--- src/rtl/spike_cmd_pkg.sv ---
// Shared constants and state types for the spike command scheduler.
package spike_cmd_pkg;

  localparam logic [7:0] OpSetWidth  = 8'h01;
  localparam logic [7:0] OpSetFreq   = 8'h02;
  localparam logic [7:0] OpSetCount  = 8'h03;
  localparam logic [7:0] OpSetBursts = 8'h04;
  localparam logic [7:0] OpSetGap    = 8'h05;
  localparam logic [7:0] OpStart     = 8'h06;
  localparam logic [7:0] OpStop      = 8'h07;

  localparam logic [1:0] FldWidth = 2'b01;
  localparam logic [1:0] FldFreq  = 2'b10;
  localparam logic [1:0] FldCnt   = 2'b11;

  localparam logic [7:0] AckByte     = 8'h06;
  localparam logic [7:0] NakByte     = 8'h15;
  localparam logic [7:0] SilenceByte = 8'h8F;

  typedef enum logic [1:0] {PHdr, POp, PArg, PChk} parse_state_e;

  typedef enum logic [2:0] {SIdle, SWrW, SWrF, SWrC, SGap, SStop} seq_state_e;

  // Opcode/argument legality; checksum is validated separately.
  function automatic logic cmd_ok(input logic [7:0] op, input logic [7:0] arg);
    case (op)
      OpSetWidth, OpSetCount, OpSetBursts, OpSetGap: return 1'b1;
      OpSetFreq:                                     return arg[3:0] != 4'd0;
      OpStart, OpStop:                               return arg == 8'd0;
      default:                                       return 1'b0;
    endcase
  endfunction

endpackage

--- src/rtl/spike_cmd_parser.sv ---
// Frame parser: HDR, OP, ARG, CHK with inter-byte timeout, ACK/NAK response
// and a saturating count of rejected frames.
module spike_cmd_parser
  import spike_cmd_pkg::*;
#(
  parameter logic [7:0]  Hdr     = 8'hA5,
  parameter int unsigned Timeout = 1_000_000
) (
  input  logic       clk,
  input  logic       rst_n,
  input  logic [7:0] rx_data_i,
  input  logic       rx_valid_i,
  output logic       cmd_valid_o,
  output logic [7:0] cmd_op_o,
  output logic [7:0] cmd_arg_o,
  output logic [7:0] resp_data_o,
  output logic       resp_valid_o,
  output logic [7:0] err_cnt_o
);

  localparam int unsigned TimerW = $clog2(Timeout + 1);

  parse_state_e      state_q, state_d;
  logic [7:0]        op_q, op_d, arg_q, arg_d;
  logic [TimerW-1:0] timer_q, timer_d;
  logic [7:0]        resp_data_q, resp_data_d;
  logic              resp_valid_q, resp_valid_d;
  logic [7:0]        err_cnt_q, err_cnt_d;
  logic              timed_out, reject;

  always_comb begin
    state_d      = state_q;
    op_d         = op_q;
    arg_d        = arg_q;
    resp_valid_d = 1'b0;
    resp_data_d  = resp_data_q;
    err_cnt_d    = err_cnt_q;
    cmd_valid_o  = 1'b0;
    reject       = 1'b0;
    // timer_q counts idle cycles minus one, so this fires on idle cycle Timeout+1
    timed_out    = (state_q != PHdr) && !rx_valid_i && (timer_q == TimerW'(Timeout));
    timer_d      = (rx_valid_i || state_q == PHdr || timed_out) ? '0 : timer_q + TimerW'(1);

    unique case (state_q)
      PHdr: if (rx_valid_i && rx_data_i == Hdr) state_d = POp;
      POp: begin
        if (rx_valid_i) begin
          op_d    = rx_data_i;
          state_d = PArg;
        end
      end
      PArg: begin
        if (rx_valid_i) begin
          arg_d   = rx_data_i;
          state_d = PChk;
        end
      end
      PChk: begin
        if (rx_valid_i) begin
          state_d = PHdr;
          if (cmd_ok(op_q, arg_q) && rx_data_i == (op_q ^ arg_q)) begin
            cmd_valid_o  = 1'b1;
            resp_valid_d = 1'b1;
            resp_data_d  = AckByte;
          end else begin
            reject = 1'b1;
          end
        end
      end
      default: state_d = PHdr;
    endcase

    if (timed_out) begin
      state_d = PHdr;
      reject  = 1'b1;
    end

    if (reject) begin
      resp_valid_d = 1'b1;
      resp_data_d  = NakByte;
      if (err_cnt_q != 8'hFF) err_cnt_d = err_cnt_q + 8'd1;
    end
  end

  always_ff @(posedge clk or negedge rst_n) begin
    if (!rst_n) begin
      state_q      <= PHdr;
      op_q         <= '0;
      arg_q        <= '0;
      timer_q      <= '0;
      resp_data_q  <= '0;
      resp_valid_q <= 1'b0;
      err_cnt_q    <= '0;
    end else begin
      state_q      <= state_d;
      op_q         <= op_d;
      arg_q        <= arg_d;
      timer_q      <= timer_d;
      resp_data_q  <= resp_data_d;
      resp_valid_q <= resp_valid_d;
      err_cnt_q    <= err_cnt_d;
    end
  end

  assign cmd_op_o     = op_q;
  assign cmd_arg_o    = arg_q;
  assign resp_data_o  = resp_data_q;
  assign resp_valid_o = resp_valid_q;
  assign err_cnt_o    = err_cnt_q;

endmodule

--- src/rtl/spike_cmd_scheduler.sv ---
// Shadow pulse settings and burst sequencer driving the spike generator's
// single-byte config interface.
module spike_cmd_scheduler
  import spike_cmd_pkg::*;
#(
  parameter logic [7:0]  Hdr         = 8'hA5,
  parameter int unsigned CfgGap      = 16,
  parameter int unsigned Timeout     = 1_000_000,
  parameter int unsigned GapUnitLog2 = 16
) (
  input  logic       clk,
  input  logic       rst_n,
  input  logic [7:0] rx_data,
  input  logic       rx_valid,
  output logic [7:0] cfg_byte,
  output logic       cfg_strobe,
  output logic [7:0] resp_data,
  output logic       resp_valid,
  output logic       busy,
  output logic [7:0] err_cnt
);

  localparam int unsigned HoldW = $clog2(CfgGap);
  localparam int unsigned GapW  = 8 + GapUnitLog2;

  logic       cmd_valid;
  logic [7:0] cmd_op, cmd_arg;

  spike_cmd_parser #(
    .Hdr     (Hdr),
    .Timeout (Timeout)
  ) u_parser (
    .clk          (clk),
    .rst_n        (rst_n),
    .rx_data_i    (rx_data),
    .rx_valid_i   (rx_valid),
    .cmd_valid_o  (cmd_valid),
    .cmd_op_o     (cmd_op),
    .cmd_arg_o    (cmd_arg),
    .resp_data_o  (resp_data),
    .resp_valid_o (resp_valid),
    .err_cnt_o    (err_cnt)
  );

  logic [5:0]      width_q, width_d, count_q, count_d;
  logic [3:0]      freq_q, freq_d;
  logic [7:0]      bursts_q, bursts_d, gap_q, gap_d;
  logic [5:0]      run_width_q, run_width_d, run_count_q, run_count_d;
  logic [3:0]      run_freq_q, run_freq_d;
  logic [7:0]      run_gap_q, run_gap_d, remaining_q, remaining_d;
  logic            run_cont_q, run_cont_d;
  seq_state_e      state_q, state_d;
  logic [HoldW-1:0] hold_q, hold_d;
  logic [GapW-1:0] gap_tmr_q, gap_tmr_d;
  logic [7:0]      cfg_byte_q, cfg_byte_d;
  logic            cfg_strobe_q, cfg_strobe_d;
  logic            start, stop, issue;
  logic [7:0]      issue_byte;

  assign start = cmd_valid && cmd_op == OpStart;
  assign stop  = cmd_valid && cmd_op == OpStop;

  always_comb begin
    width_d     = width_q;
    freq_d      = freq_q;
    count_d     = count_q;
    bursts_d    = bursts_q;
    gap_d       = gap_q;
    run_width_d = run_width_q;
    run_freq_d  = run_freq_q;
    run_count_d = run_count_q;
    run_gap_d   = run_gap_q;
    run_cont_d  = run_cont_q;
    remaining_d = remaining_q;
    state_d     = state_q;
    gap_tmr_d   = gap_tmr_q;
    hold_d      = (hold_q != '0) ? hold_q - HoldW'(1) : '0;
    issue       = 1'b0;
    issue_byte  = cfg_byte_q;

    if (cmd_valid) begin
      case (cmd_op)
        OpSetWidth:  width_d  = cmd_arg[5:0];
        OpSetFreq:   freq_d   = cmd_arg[3:0];
        OpSetCount:  count_d  = cmd_arg[5:0];
        OpSetBursts: bursts_d = cmd_arg;
        OpSetGap:    gap_d    = cmd_arg;
        default: ;
      endcase
    end

    // hold_q spaces every strobe, independent of the sequencer state
    unique case (state_q)
      SIdle: begin
        if (stop) begin
          state_d = SStop;
        end else if (start) begin
          state_d     = SWrW;
          run_width_d = width_q;
          run_freq_d  = freq_q;
          run_count_d = count_q;
          run_gap_d   = gap_q;
          run_cont_d  = (bursts_q == 8'd0);
          remaining_d = bursts_q;
        end
      end
      SWrW: begin
        if (hold_q == '0) begin
          issue      = 1'b1;
          issue_byte = {FldWidth, run_width_q};
          state_d    = SWrF;
        end
      end
      SWrF: begin
        if (hold_q == '0) begin
          issue      = 1'b1;
          issue_byte = {FldFreq, 2'b00, run_freq_q};
          state_d    = SWrC;
        end
      end
      SWrC: begin
        if (hold_q == '0) begin
          issue       = 1'b1;
          issue_byte  = {FldCnt, run_count_q};
          remaining_d = remaining_q - 8'd1;
          if (!run_cont_q && remaining_q == 8'd1) begin
            state_d = SIdle;
          end else begin
            state_d   = SGap;
            gap_tmr_d = GapW'(run_gap_q) << GapUnitLog2;
          end
        end
      end
      SGap: begin
        // Exit two cycles early so the next count strobe lands exactly one gap later
        if (gap_tmr_q <= GapW'(2)) state_d = SWrC;
        else gap_tmr_d = gap_tmr_q - GapW'(1);
      end
      SStop: begin
        if (hold_q == '0) begin
          issue      = 1'b1;
          issue_byte = SilenceByte;
          state_d    = SIdle;
        end
      end
      default: state_d = SIdle;
    endcase

    if (state_q != SIdle && state_q != SStop && (stop || start)) state_d = SStop;

    cfg_strobe_d = issue;
    cfg_byte_d   = issue_byte;
    if (issue) hold_d = HoldW'(CfgGap - 1);
  end

  always_ff @(posedge clk or negedge rst_n) begin
    if (!rst_n) begin
      width_q      <= '0;
      freq_q       <= 4'd15;
      count_q      <= '0;
      bursts_q     <= 8'd1;
      gap_q        <= '0;
      run_width_q  <= '0;
      run_freq_q   <= '0;
      run_count_q  <= '0;
      run_gap_q    <= '0;
      run_cont_q   <= 1'b0;
      remaining_q  <= '0;
      state_q      <= SIdle;
      hold_q       <= '0;
      gap_tmr_q    <= '0;
      cfg_byte_q   <= '0;
      cfg_strobe_q <= 1'b0;
    end else begin
      width_q      <= width_d;
      freq_q       <= freq_d;
      count_q      <= count_d;
      bursts_q     <= bursts_d;
      gap_q        <= gap_d;
      run_width_q  <= run_width_d;
      run_freq_q   <= run_freq_d;
      run_count_q  <= run_count_d;
      run_gap_q    <= run_gap_d;
      run_cont_q   <= run_cont_d;
      remaining_q  <= remaining_d;
      state_q      <= state_d;
      hold_q       <= hold_d;
      gap_tmr_q    <= gap_tmr_d;
      cfg_byte_q   <= cfg_byte_d;
      cfg_strobe_q <= cfg_strobe_d;
    end
  end

  assign cfg_byte   = cfg_byte_q;
  assign cfg_strobe = cfg_strobe_q;
  // Covers the final write cycle so busy drops only after the last strobe
  assign busy       = (state_q != SIdle) || cfg_strobe_q;

endmodule

--- config.mk ---
export PLATFORM = sky130hd
export DESIGN_NAME = spike_cmd_scheduler
export DESIGN_NICKNAME = d
export VERILOG_FILES = /design/src/rtl/spike_cmd_pkg.sv /design/src/rtl/spike_cmd_parser.sv /design/src/rtl/spike_cmd_scheduler.sv
export SDC_FILE = /design/constraint.sdc
export NUM_CORES = 1
export LEC_CHECK = 0
export CORE_MARGIN = 5
export CORE_UTILIZATION = 40
export CTS_CLUSTER_SIZE = 8
export DETAILED_ROUTE_END_ITERATION = 7
export HOLD_SLACK_MARGIN = 0.12
export PLACE_DENSITY_LB_ADDON = 0.12
export REMOVE_ABC_BUFFERS = 1
export SKIP_CTS_REPAIR_TIMING = 1
export SYNTH_ARGS = -nofsm -noshare
export SYNTH_HDL_FRONTEND = slang
export SYNTH_SLANG_ARGS = --single-unit
--- constraint.sdc ---
create_clock -name clk -period 5.3 [get_ports clk]
set_input_delay 1.06 -clock clk [delete_from_list [all_inputs] [get_ports clk]]
set_output_delay 1.06 -clock clk [all_outputs]
set_load 0.005 [all_outputs]
==> run_results.csv <==
group,metric,value,unit
layout,layoutNonFillerInstCount,955,
place,gp_congestion,0.826,
clock_network,cts.path.max_buffers,2,
layout,multiInputGateArea,0.00347,mm^2
synthesis,yosysTopAreaCell,"dfrtp_1",
critical_path,r2r_slack,2000,ps
synthesis,synth_common_cells,"150 x dfrtp_1, 66 x nor2_1, 62 x mux2_2",
critical_path,ff2ff_path_depth,7,
timing,finalSetupViolations,0,
global_routing,grt_first_pass_wirelength,27400,um
detailed_routing,wl_per_cell,16.9,um
layout,fillers,1737,
critical_path,worst_ep_arrival_time,3560,ps
die,ios,38,
clock_network,htree_levels,4,
detailed_routing,drcViolationCount,0,
synthesis,synth.most_common_cell,"dfrtp_1",
detailed_routing,first_iter_violations,246,
detailed_routing,antenna_left,0,
synthesis,yosys.area.top_type_share,49.7,%
power_and_ir_drop,total_power,4.12,mW
synthesis,postSynthCellCount,676,
min_path,hold_path.class,"register to register",
die,fp.dieH,147,um
clock_network,cts_tree,"yes",
critical_path,cp.required,5570,ps
timing,fin_skew,8.42,ps
critical_path,reg2reg_to,"gap_tmr_q[11]",
layout,diodes,0,
global_routing,track_usage,15.6,%
place,io_buffers,33,
power_and_ir_drop,p_per_area,475,mW/mm^2
synthesis,syn_area,0.00755,mm^2
clock_network,clock-root-buffer,"clkbuf_16",
clock_network,cts_sinks,155,
synthesis,async_flop_share,100,%
synthesis,avgSynthCellArea,11.2,um^2
layout,fin_nets,731,
timing,period_share,62.2,%
timing,period_needed,3300,ps
critical_path,cp_max_fo,18,
place,place_inst,923,
layout,post-route-util,46.5,%
timing,rsz0062_at_grt,"no",
timing,worst_pin_slew,845,ps
critical_path,start_kind,"register",
detailed_routing,first_pass_iters,4,
layout,final_area,0.00868,mm^2
die,dieArea,0.0217,mm^2
critical_path,crit_type,"register to register",
min_path,worstHoldStart,"cfg_byte[5]",
clock_network,clock_latency,420,ps
timing,clock.fmax,303,MHz
die,core_area,0.0186,mm^2
global_routing,grt_max_degree,71,
place,hpwl,11000,um
detailed_routing,via_per_inst,5.44,
global_routing,antenna_found_initial,0,
synthesis,ys.flop_type,"dfrtp_1",
synthesis,yosysSeqAreaShare,51.5,%
place,placed_cell_area,0.00808,mm^2
power_and_ir_drop,vdd_drop_max,235,uV
min_path,holdPathEnd,"cfg_byte[5]",
status,status,"finished clean",
layout,register_area,0.00388,mm^2
clock_network,clkTransAtPathRegs,60,ps
detailed_routing,num_vias,5191,
synthesis,synth-edff-count,0,
synthesis,synth.top_cells.by_area,"dfrtp_1 50%, mux2_2 9.3%, nor2_1 3.3%",
run,maxCapViolations,0,
synthesis,synth.distinct_cells,64,
detailed_routing,drt_wl_total,16100,um
timing,tns,0,ps
min_path,whs_path_depth,2,
timing,hold_viol_final,0,
die,initial_utilization,40.5,%
critical_path,timing.rr.start,"state_q[1]",
synthesis,yosys_warnings,0,
layout,drive_gt1_share,18.9,%
die,rows,50,
die,die_w,147,um
global_routing,first_global_vias,5248,
layout,area_growth,15.0,%
timing,slew_viol_final,0,
clock_network,cts_buffers,17,
global_routing,grt.overflow.total,0,
timing,slew_headroom,43.5,%
synthesis,synth_seq_cells,155,
power_and_ir_drop,p_leak,3.89,nW
critical_path,cp-end-kind,"register",
## worst max-delay path by stage
stage | startpoint | endpoint | slack [ps] | cells past startpoint
2_1_floorplan | rx_data[3] | remaining_q[2] | 1670 | 7
3_3_place_gp | rx_data[1] | remaining_q[3] | 1920 | 9
3_5_place_dp | rx_data[0] | gap_q[3] | 1860 | 8
4_1_cts | state_q[1] | gap_tmr_q[11] | 2000 | 7
5_1_grt | state_q[1] | gap_tmr_q[11] | 1740 | 7
6_report | state_q[1] | gap_tmr_q[11] | 2000 | 7
## kinds of logic (layout without fill, tap and decap cells)
logic type / after synthesis / in the layout / share of synthesized area (%)
AND/OR/NAND/NOR: 231 / 231 / 16.4
XOR/XNOR: 41 / 41 / 5.85
flip-flops: 155 / 155 / 51.5
adder cells (fa/ha/maj): 12 / 12 / 1.99
multiplexers: 76 / 76 / 12.0
other: 1 / 4 / 0.0497
buffers and inverters: 46 / 88 / 2.74
AO/OA/AOI/OAI: 114 / 114 / 9.50
## power by group
part / switching (mW) / internal, mW
combinational: 0.589 / 0.568
sequential: 0.335 / 1.40
clock: 0.502 / 0.721
total: 1.43 / 2.69
## critical path, stage by stage, from the launching register on
cell and delay (ps):
dfrtp_1 620, and3b_1 550, nand2_1 320, nor2_2 670
o2111ai_1 370, nor4_1 370, xnor2_1 170, nor2_1 60
## registers in the layout (all words and copies together), names as in the netlist, 8 cells and up
name and count:
bursts_q 8, cfg_byte 8, gap_q 8, gap_tmr_q 24
remaining_q 8, run_gap_q 8, u_parser.cmd_arg_o 8, u_parser.cmd_op_o 8
u_parser.err_cnt_o 8, u_parser.timer_q 20
## cells in the final DEF, fill, tap and decap left out, drive strengths merged, types with 5 or more instances in the layout
master and instances:
dfrtp 150, mux2 76, nor2 68, nand2 48, a21oi 35, o21ai 34
clkdlybuf4s50 32, inv 20, nor3 19, xnor2 19, clkbuf 19, nand3 17
xor2 16, or3 14, ha 12, and3 11, nand4 9, nor4 9
o22ai 8, a31oi 8, nor2b 7, or4 6, xnor3 6, buf 6
clkinv 6, dfstp 5
## cell type report
class,instances,share of cell area [%]
Sequential cell,155,44.8
Multi-Input combinational cell,478,40.0
Timing Repair Buffer,38,4.25
Clock buffer,19,5.22
Inverter,18,0.779
Tap cell,234,3.37
Clock inverter,13,1.63
## through the flow
| step | worst slack, ps | hold WS (ps) |
|---|---|---|
| 6_report | 2000 | 476 |
| 5_1_grt | 1740 | 498 |
| 4_1_cts | 2000 | 478 |
| 3_5_place_dp | 1860 | 452 |
| 3_3_place_gp | 1920 | 454 |
| 2_1_floorplan | 1670 | 451 |
## routing by layer
layer  GRT usage, %  part of all wire [%]  routed length, um
met1           22.1                    48               7800
met2           23.8                    47               7560
met3           3.61                   3.4                548
met4           4.52                   1.3                210
met5              0                     0                  0
No activity file was read; power rests on OpenSTA's default activity.
